==> src/rtl/select_encode_pkg.sv <==
// Shared constants for the register-select / encode unit: IR geometry and opcodes.
package select_encode_pkg;

  localparam int unsigned IR_W         = 32;
  localparam int unsigned OPC_W        = 5;
  localparam int unsigned IR_FIELD_MSB = 26;

  localparam logic [OPC_W-1:0] OPC_JAL = 5'b10101;

endpackage

==> src/rtl/reg_scoreboard.sv <==
// Pending-write scoreboard: one busy bit per register, set on load issue, cleared on write-back.
module reg_scoreboard #(
  parameter  int unsigned NUM_REGS = 16,
  localparam int unsigned SEL_W    = $clog2(NUM_REGS)
) (
  input  logic                clock,
  input  logic                reset,
  input  logic                set,
  input  logic [SEL_W-1:0]    set_sel,
  input  logic                clr,
  input  logic [SEL_W-1:0]    clr_sel,
  output logic [NUM_REGS-1:0] busy_vec
);

  // Set is applied after clear so a same-index collision leaves the bit set.
  always_ff @(posedge clock) begin
    if (reset) begin
      busy_vec <= '0;
    end else begin
      if (clr) busy_vec[clr_sel] <= 1'b0;
      if (set) busy_vec[set_sel] <= 1'b1;
    end
  end

endmodule

==> src/rtl/reg_select_encode.sv <==
// Instruction register, Ra/Rb/Rc one-hot select, C sign-extension and load-pending stall.
// Optional scoreboard enabled by defining SELECT_ENCODE_SCOREBOARD_EN.
module reg_select_encode
  import select_encode_pkg::*;
#(
  parameter  int unsigned NUM_REGS = 16,
  parameter  int unsigned LINK_REG = 15,
  localparam int unsigned SEL_W    = $clog2(NUM_REGS)
) (
  input  logic                clock,
  input  logic                reset,
  input  logic [IR_W-1:0]     ir_in,
  input  logic                ir_load,
  input  logic                Gra,
  input  logic                Grb,
  input  logic                Grc,
  input  logic                Rin,
  input  logic                Rout,
  input  logic                BAout,
  input  logic                mark_busy,
  input  logic                wb_valid,
  input  logic [SEL_W-1:0]    wb_sel,
  output logic [IR_W-1:0]     ir_q,
  output logic [OPC_W-1:0]    opcode,
  output logic [IR_W-1:0]     c_sign_extended,
  output logic [NUM_REGS-1:0] reg_in,
  output logic [NUM_REGS-1:0] reg_out,
  output logic                ba_zero,
  output logic                stall,
  output logic [NUM_REGS-1:0] busy_vec
);

  localparam int unsigned C_W = IR_FIELD_MSB + 1 - 2 * SEL_W;
  localparam logic [NUM_REGS-1:0] ONE_HOT_0 = {{(NUM_REGS-1){1'b0}}, 1'b1};

  logic [SEL_W-1:0] ra, rb, rc, sel;
  logic             sel_valid;
  logic             read_req;
  logic             busy_sel;
  logic [C_W-1:0]   c_field;

  always_ff @(posedge clock) begin
    if (reset) begin
      ir_q <= '0;
    end else if (ir_load) begin
      ir_q <= ir_in;
    end
  end

  assign opcode  = ir_q[IR_W-1 -: OPC_W];
  assign ra      = ir_q[IR_FIELD_MSB -: SEL_W];
  assign rb      = ir_q[IR_FIELD_MSB - SEL_W -: SEL_W];
  assign rc      = ir_q[IR_FIELD_MSB - 2 * SEL_W -: SEL_W];
  assign c_field = ir_q[C_W-1:0];
  assign c_sign_extended = {{(IR_W - C_W){c_field[C_W-1]}}, c_field};

  assign sel_valid = Gra | Grb | Grc;
  assign sel       = Gra ? ra : (Grb ? rb : rc);
  assign read_req  = Rout | BAout;

`ifdef SELECT_ENCODE_SCOREBOARD_EN
  reg_scoreboard #(.NUM_REGS(NUM_REGS)) u_scoreboard (
    .clock    (clock),
    .reset    (reset),
    .set      (mark_busy & sel_valid),
    .set_sel  (sel),
    .clr      (wb_valid),
    .clr_sel  (wb_sel),
    .busy_vec (busy_vec)
  );
  assign busy_sel = busy_vec[sel];
`else
  logic unused_sb;
  assign unused_sb = ^{mark_busy, wb_valid, wb_sel};
  assign busy_vec  = '0;
  assign busy_sel  = 1'b0;
`endif

  // Strobe decode; everything is held low while reset is asserted.
  always_comb begin
    reg_in  = '0;
    reg_out = '0;
    ba_zero = 1'b0;
    stall   = 1'b0;
    if (!reset) begin
      ba_zero = BAout & sel_valid & (sel == '0);
      stall   = read_req & sel_valid & busy_sel;
      if (Rin && opcode == OPC_JAL) begin
        reg_in = ONE_HOT_0 << SEL_W'(LINK_REG);
      end else if (Rin && sel_valid) begin
        reg_in = ONE_HOT_0 << sel;
      end
      if (read_req && sel_valid && !stall && !ba_zero) begin
        reg_out = ONE_HOT_0 << sel;
      end
    end
  end

endmodule

==> config.mk <==
export PLATFORM = sky130hd
export DESIGN_NAME = reg_select_encode
export DESIGN_NICKNAME = d
export VERILOG_FILES = /design/src/rtl/select_encode_pkg.sv /design/src/rtl/reg_scoreboard.sv /design/src/rtl/reg_select_encode.sv
export SDC_FILE = /design/constraint.sdc
export NUM_CORES = 1
export LEC_CHECK = 0
export CAP_MARGIN = 10
export CORE_UTILIZATION = 32
export DETAILED_ROUTE_END_ITERATION = 10
export PLACE_DENSITY = 0.8
export SYNTH_ARGS = -nofsm -noshare
export SYNTH_HDL_FRONTEND = slang
export SYNTH_SLANG_ARGS = --single-unit
export TNS_END_PERCENT = 5
==> constraint.sdc <==
create_clock -name clock -period 1.5 [get_ports clock]
set_input_delay 0.15 -clock clock [delete_from_list [all_inputs] [get_ports clock]]
set_output_delay 0.15 -clock clock [all_outputs]
set_load 0.01 [all_outputs]
==> impl_results.md, run 1 <==
- Drt drc: 0
- Synth Register Bits: 32
- Req. time, crit path: 1.35 ns
- Routed Antenna Nets: 0
- Warnings, synthesis: 0
- Period utilization: 1.25
- Root buf cell: clkbuf_8
- Dominant cell type by area after synthesis: dfxtp_1
- Post-synthesis sequential area ratio: 0.324
- XOR/XNOR Fraction of Synth Area: 0
- Internal Power: 1.87 mW
- Top reg by flops: ir_q
- Initial antenna violation count: 0
- Switching Power: roughly 0.74 mW
- Top FF cell, synth: dfxtp_1
- Dominant cells by area after synthesis: dfxtp_1, buf_4, mux2i_1
- Fin crit period: 1.88 ns
- HPWL Detailed: approximately 4800 um
- Most frequent cells in the layout: clkdlybuf4s50_1, nor2_1, buf_4
- Non-Filler Instances: between 400 and 500
- Share of layout cells above drive strength 1: 0.376
- Top Ports: between 150 and 200
- Cts hold-fix bufs: 0
- Worst-path clk slew: 0.07 ns
- Number of diodes: 0
- Die width: 80.6 um
- Average cell area after synthesis: 8.40 sq um
- VDD IR max: 0.000563 V
- Final Net Count: roughly 430
- Post-synth EDFFs: 0
- H-tree depth: 2
- Gr usage total: 0.197
- Max frequency: 533 MHz
- Cells after Synth: about 240
- Fin worst setup slack: -0.378 ns
- Clock Path Buffers: 2
- FP Rows: 28
- Clock sink total: 32
- Number of CTS-inserted buffers: 5
- Synth Area in Adders: 0
- MaxCap Viol Count: 0
- Final setup viols: 33
- Largest net degree at the start of global routing: 21
- Worst Clk Skew: 0 ns
- Most common cell after layout, fill and taps aside: clkdlybuf4s50_1
- Logic pwr share: 0.326
- Max reg flops: 32
- Sw Share: 0.284
- Hold Violations, Final: 0
- Vias per cell: 4.63
- Synth top area share: 0.324
- Clock power share: 0.312
- Number of DRC markers in iteration 0: 99
- Synth Area in Compound Gates: 0.0311
- Starting Density: 0.333
- PD cells: 698 nW/um^2
- Status: finished, violations left
- Grt total ovfl: 0
- Sequential share of power: 0.362
- Area of the core: 5920 sq um
- GP Congestion: 0.772
- Setup CP Type: reg -> out
- Distinct cells, synth: 29
- Clk_lat worst skew: 0.27 ns
- Asr flop ratio synth: 0
- Crit path DAT: 1.73 ns
- Drt first pass iters: 4
- Total number of vias: 2142
- First-pass GRT wire length: 9780 um
- Worst hold margin: 0.363 ns
- Total power: 2.61 mW
- Largest registers: ir_q x32
- Setup WS pre-CTS: -1.03 ns
- Post-synthesis cell area: 1970 sq um
- Final Max Tran Viols: 0
- Failing checks: negative setup slack
- Full die area: 6490 sq um
- Lkg Pwr: 1.80 nW
- Avg WL per Cell: 13.9 um
- Post-Route WL: 6460 um
- Vias in the first global route: 2056
- P&R area growth vs syn: 89.2%
- RSZ-0062 raised after global routing: true
- Mux cell area share after synthesis: 0.193
- Type of origin of the critical path: flip-flop
- DIE HEIGHT: a little over 80 um
- Synth Area in Simple Gates: 0.207
- CTS tree: yes
- CP endpoint kind: output port
- Largest family of logic cells by synthesized area: buffers and inverters
- Min-Delay Path Class: in -> reg
- CP Max Fanout: 4
- # port buffers: 142
- Placed insts: 443
cell families after synthesis:
| logic type | Yosys count |
|---|---|
| other | 1 |
| and+or+nand+nor | 88 |
| buffers and inverters | 68 |
| AOI/OAI and AO/OA | 8 |
| muxes | 38 |
| DFF | 32 |
repair_timing:
| action | in CTS | in global routing |
|---|---|---|
| endpoints found under the setup margin | 48 | 42 |
| hold endpoints to repair | 0 | 0 |
| pin swaps | 23 | 11 |
| buffers inserted | 12 | 3 |
| gates resized for setup | 183 | 34 |
power groups by stage:
stage	registers (mW)	clock network, mW	logic [mW]
after global routing	0.951	0.870	0.909
final	0.944	0.813	0.849
after CTS	0.942	0.819	0.830
after global placement	0.953	0	0.756
after detailed placement	0.955	0	0.768
after floorplan	0.985	0	0.374
metal layers:
| layer | routed length (um) | share of wire | GRT usage |
|---|---|---|---|
| met4 | 24 | 0.0037 | 0.0375 |
| met5 | 0 | 0 | 0 |
| met2 | 3330 | 0.52 | 0.368 |
| met1 | 2650 | 0.41 | 0.220 |
| met3 | 457 | 0.071 | 0.0534 |
cells in the mapped netlist (2+ instances only):
cell type	n
buf_2	3
buf_4	54
clkbuf_1	7
dfxtp_1	32
mux2i_1	37
nand2_1	6
nand2b_1	2
nand3_1	8
nor2_1	52
nor3_1	14
o21ai_1	2
final cells by class:
type / instances / area (sq um)
inverter: 1 / 3.75
multi-input combinational: 151 / 1150
fill: 527 / 2190
tap: 75 / 93.8
timing repair buffer: 196 / 1720
sequential: 32 / 659
clock buffer: 6 / 72.6
clock inverter: 2 / 35.0
worst max-delay path, cell delays in order, from the launching register on:
cell,delay [ns]
dfxtp_1,0.31
nor4bb_4,0.16
buf_4,0.16
a31oi_4,0.18
nand3_4,0.14
buf_4,0.17
nor3_4,0.17
buf_2,0.15
per-stage QoR:
step | utilization | setup TNS [ns] | instance area (sq um)
after global routing | 0.631 | -10.84 | 3730
after global placement | 0.572 | -29.42 | 3390
final | 0.631 | -8.39 | 3730
after floorplan | - | 0 | 2040
after detailed placement | 0.572 | -31.25 | 3390
after CTS | 0.621 | -9.08 | 3680
final timing paths:
kind	depth (start not counted)	start	endpoint	slack [ns]
setup / recovery	7	ir_q[29]	reg_in[3]	-0.38
hold / removal	3	reset	ir_q[26]	0.36
setup reg to reg	4	ir_q[20]	ir_q[20]	0.64
hold reg to reg	2	ir_q[10]	ir_q[10]	0.52
Power figures use the tool's default switching activity.
==> run 2: changes to the inputs <==
--- a/config.mk
+++ b/config.mk
@@ -5,10 +5,14 @@
 export SDC_FILE = /design/constraint.sdc
 export NUM_CORES = 1
 export LEC_CHECK = 0
+export ABC_AREA = 0
 export CAP_MARGIN = 10
-export CORE_UTILIZATION = 32
+export CELL_PAD_IN_SITES_DETAIL_PLACEMENT = 2
+export CELL_PAD_IN_SITES_GLOBAL_PLACEMENT = 2
+export CORE_UTILIZATION = 16
 export DETAILED_ROUTE_END_ITERATION = 10
-export PLACE_DENSITY = 0.8
+export PLACE_DENSITY_LB_ADDON = 0.1
+export SETUP_SLACK_MARGIN = 0.2
 export SYNTH_ARGS = -nofsm -noshare
 export SYNTH_HDL_FRONTEND = slang
 export SYNTH_SLANG_ARGS = --single-unit
==> run 2 against run 1 <==
Net effect:
- the flow still finishes with violations (negative setup slack)
- register-to-register slack improved by 0.04 ns
- worst hold slack got worse by 0.024 ns
- non-clock buffer count down 2
- total power increased by 12%
- cell area up 2.5%
- fmax fell by 2.8%
- utilization shrank 31 points
- clock power is 44% higher
- die area is 97% higher
- largest cell class unchanged
==> impl_results.md, run 2 (same netlist as run 1, synthesis figures left out) <==
- Status: finished, violations left
- Failing checks: negative setup slack
- Reg-to-reg endpoint: ir_q[18]
- Starting Density: 0.164
- First-pass GRT wire length: 11800 um
- RSZ-0062 raised after global routing: true
- Number of CTS-inserted buffers: 5
- Area of the core: 12000 sq um
- Avg WL per Cell: 14.3 um
- Grt total ovfl: 0
- HPWL Detailed: 5730 um
- Top reg by flops: ir_q
- Type of origin of the critical path: flip-flop
- VDD IR max: 0.000350 V
- Max frequency: 518 MHz
- Setup CP Type: reg -> out
- FP Rows: 40
- Fin crit period: approximately 1.9 ns
- Hold path cells: 3
- Drt drc: 0
- Worst reg2reg startpoint: ir_q[18]
- Vias in the first global route: 2200
- Largest net degree at the start of global routing: 33
- Total number of vias: 2074
- Root buf cell: clkbuf_16
- Initial antenna violation count: 0
- Most common cell after layout, fill and taps aside: dlygate4sd2_1
- Gr usage total: 0.118
- Largest registers: ir_q x32
- Fin area: 3830 sq um
- Full die area: 12800 sq um
- Min-Delay Path Class: in -> reg
- Crit path DAT: ~1.8 ns
- Fin worst setup slack: -0.432 ns
- Worst-path clk slew: approximately 0.060 ns
- Most frequent cells in the layout: dlygate4sd2_1, nor2_1, buf_4
- Routed Antenna Nets: 0
- DIE HEIGHT: 113 um
- Reg2reg path depth: 3
- Top Ports: roughly 170
- Placed Area: 3560 sq um
- Final setup viols: 33
- # port buffers: 142
- Lkg Pwr: 1.96 nW
- Req. time, crit path: around 1.4 ns
- Post-Route WL: 7600 um
- Clock Path Buffers: 2
- Placed insts: about 510
- Number of diodes: 0
- Clock sink total: 32
- Fillcell total: roughly 1400
- Final Net Count: roughly 430
- Max reg flops: 32
- Final Max Tran Viols: 0
- MaxCap Viol Count: 0
- Drt first pass iters: 4
- CTS tree: yes
- Vias per cell: 3.89
- Non-Filler Instances: around 530
- CP endpoint kind: output port
- Reg2reg setup slack: 0.68 ns
- Period utilization: 1.29
- P&R area growth vs syn: 93.9%
- GP Congestion: ~0.7
- Hold path start: reset
- Number of DRC markers in iteration 0: 18
- Clk_lat worst skew: 0.27 ns
- Worst Clk Skew: 0 ns
- Total power: approximately 3 mW
- Hold EP: ir_q[4]
- Share of layout cells above drive strength 1: 0.394
- PD cells: 765 nW/um^2
- H-tree depth: 2
- Die width: about 110 um
- CP Max Fanout: 3
- Hold Violations, Final: 0
- Cts hold-fix bufs: 0
## run 2: changes by cell type in the layout (fill, tap and decap cells not counted), sizes merged
cell	previous run	this run
dlymetal6s2s	7	1
clkdlybuf4s15	5	1
dlygate4sd2	17	71
buf	81	86
clkdlybuf4s50	83	35
clkbuf	9	6
## run 2: metrics by stage
stage	util	TNS (ns)	hold slack (ns)	worst slack (ns)
global placement	0.296	-31.81	0.505	-1.03
CTS	0.314	-9.09	0.342	-0.468
finish	0.319	-9.89	0.339	-0.432
floorplan	-	0	0.296	0.0988
global route	0.319	-13.16	0.356	-0.501
detailed placement	0.296	-33.36	0.512	-1.08
## run 2: per-layer routing
layer | share of wire | GRT usage
met5 | 0 | 0
met4 | 0.0045 | 0.0237
met3 | 0.064 | 0.0300
met2 | 0.47 | 0.204
met1 | 0.46 | 0.149
## run 2: worst max path at each step
stage,start,end,slack (ns),cells after the start
3_3_place_gp,Grb,reg_in[2],-1.03,8
5_1_grt,ir_q[29],reg_in[7],-0.50,8
2_1_floorplan,ir_q[15],ba_zero,0.1,4
6_report,ir_q[15],ba_zero,-0.43,6
3_5_place_dp,Grb,reg_in[2],-1.08,8
4_1_cts,ir_q[29],reg_in[7],-0.47,8
## run 2: final cells by class
cell class,instances,area (sq um),share of cell area
timing repair buffer,194,1630,0.426
multi-input combinational,151,1180,0.310
sequential,32,661,0.173
tap,147,184,0.0481
clock buffer,6,129,0.0337
clock inverter,2,35.0,0.00915
inverter,1,3.75,0.000981
## run 2: critical path: stages, from the launching register on
cell,delay [ns]
dfxtp_2,0.33
mux2i_2,0.16
o21ai_2,0.10
or3_4,0.41
buf_6,0.14
nor4b_4,0.19
buf_2,0.18
## run 2: power by group
group / internal (mW) / switching, mW / leakage, nW
combinational: 0.430 / 0.384 / 1.61
clock: 0.781 / 0.385 / 0.0808
sequential: 0.904 / 0.0421 / 0.269
total: 2.12 / 0.811 / 1.96
## run 2: timing repair
item | in CTS | in global routing
pin swaps | 16 | 8
gates cloned | 0 | 0
buffers inserted | 10 | 3
endpoints found under the setup margin | 102 | 33
gates resized for setup | 248 | 17
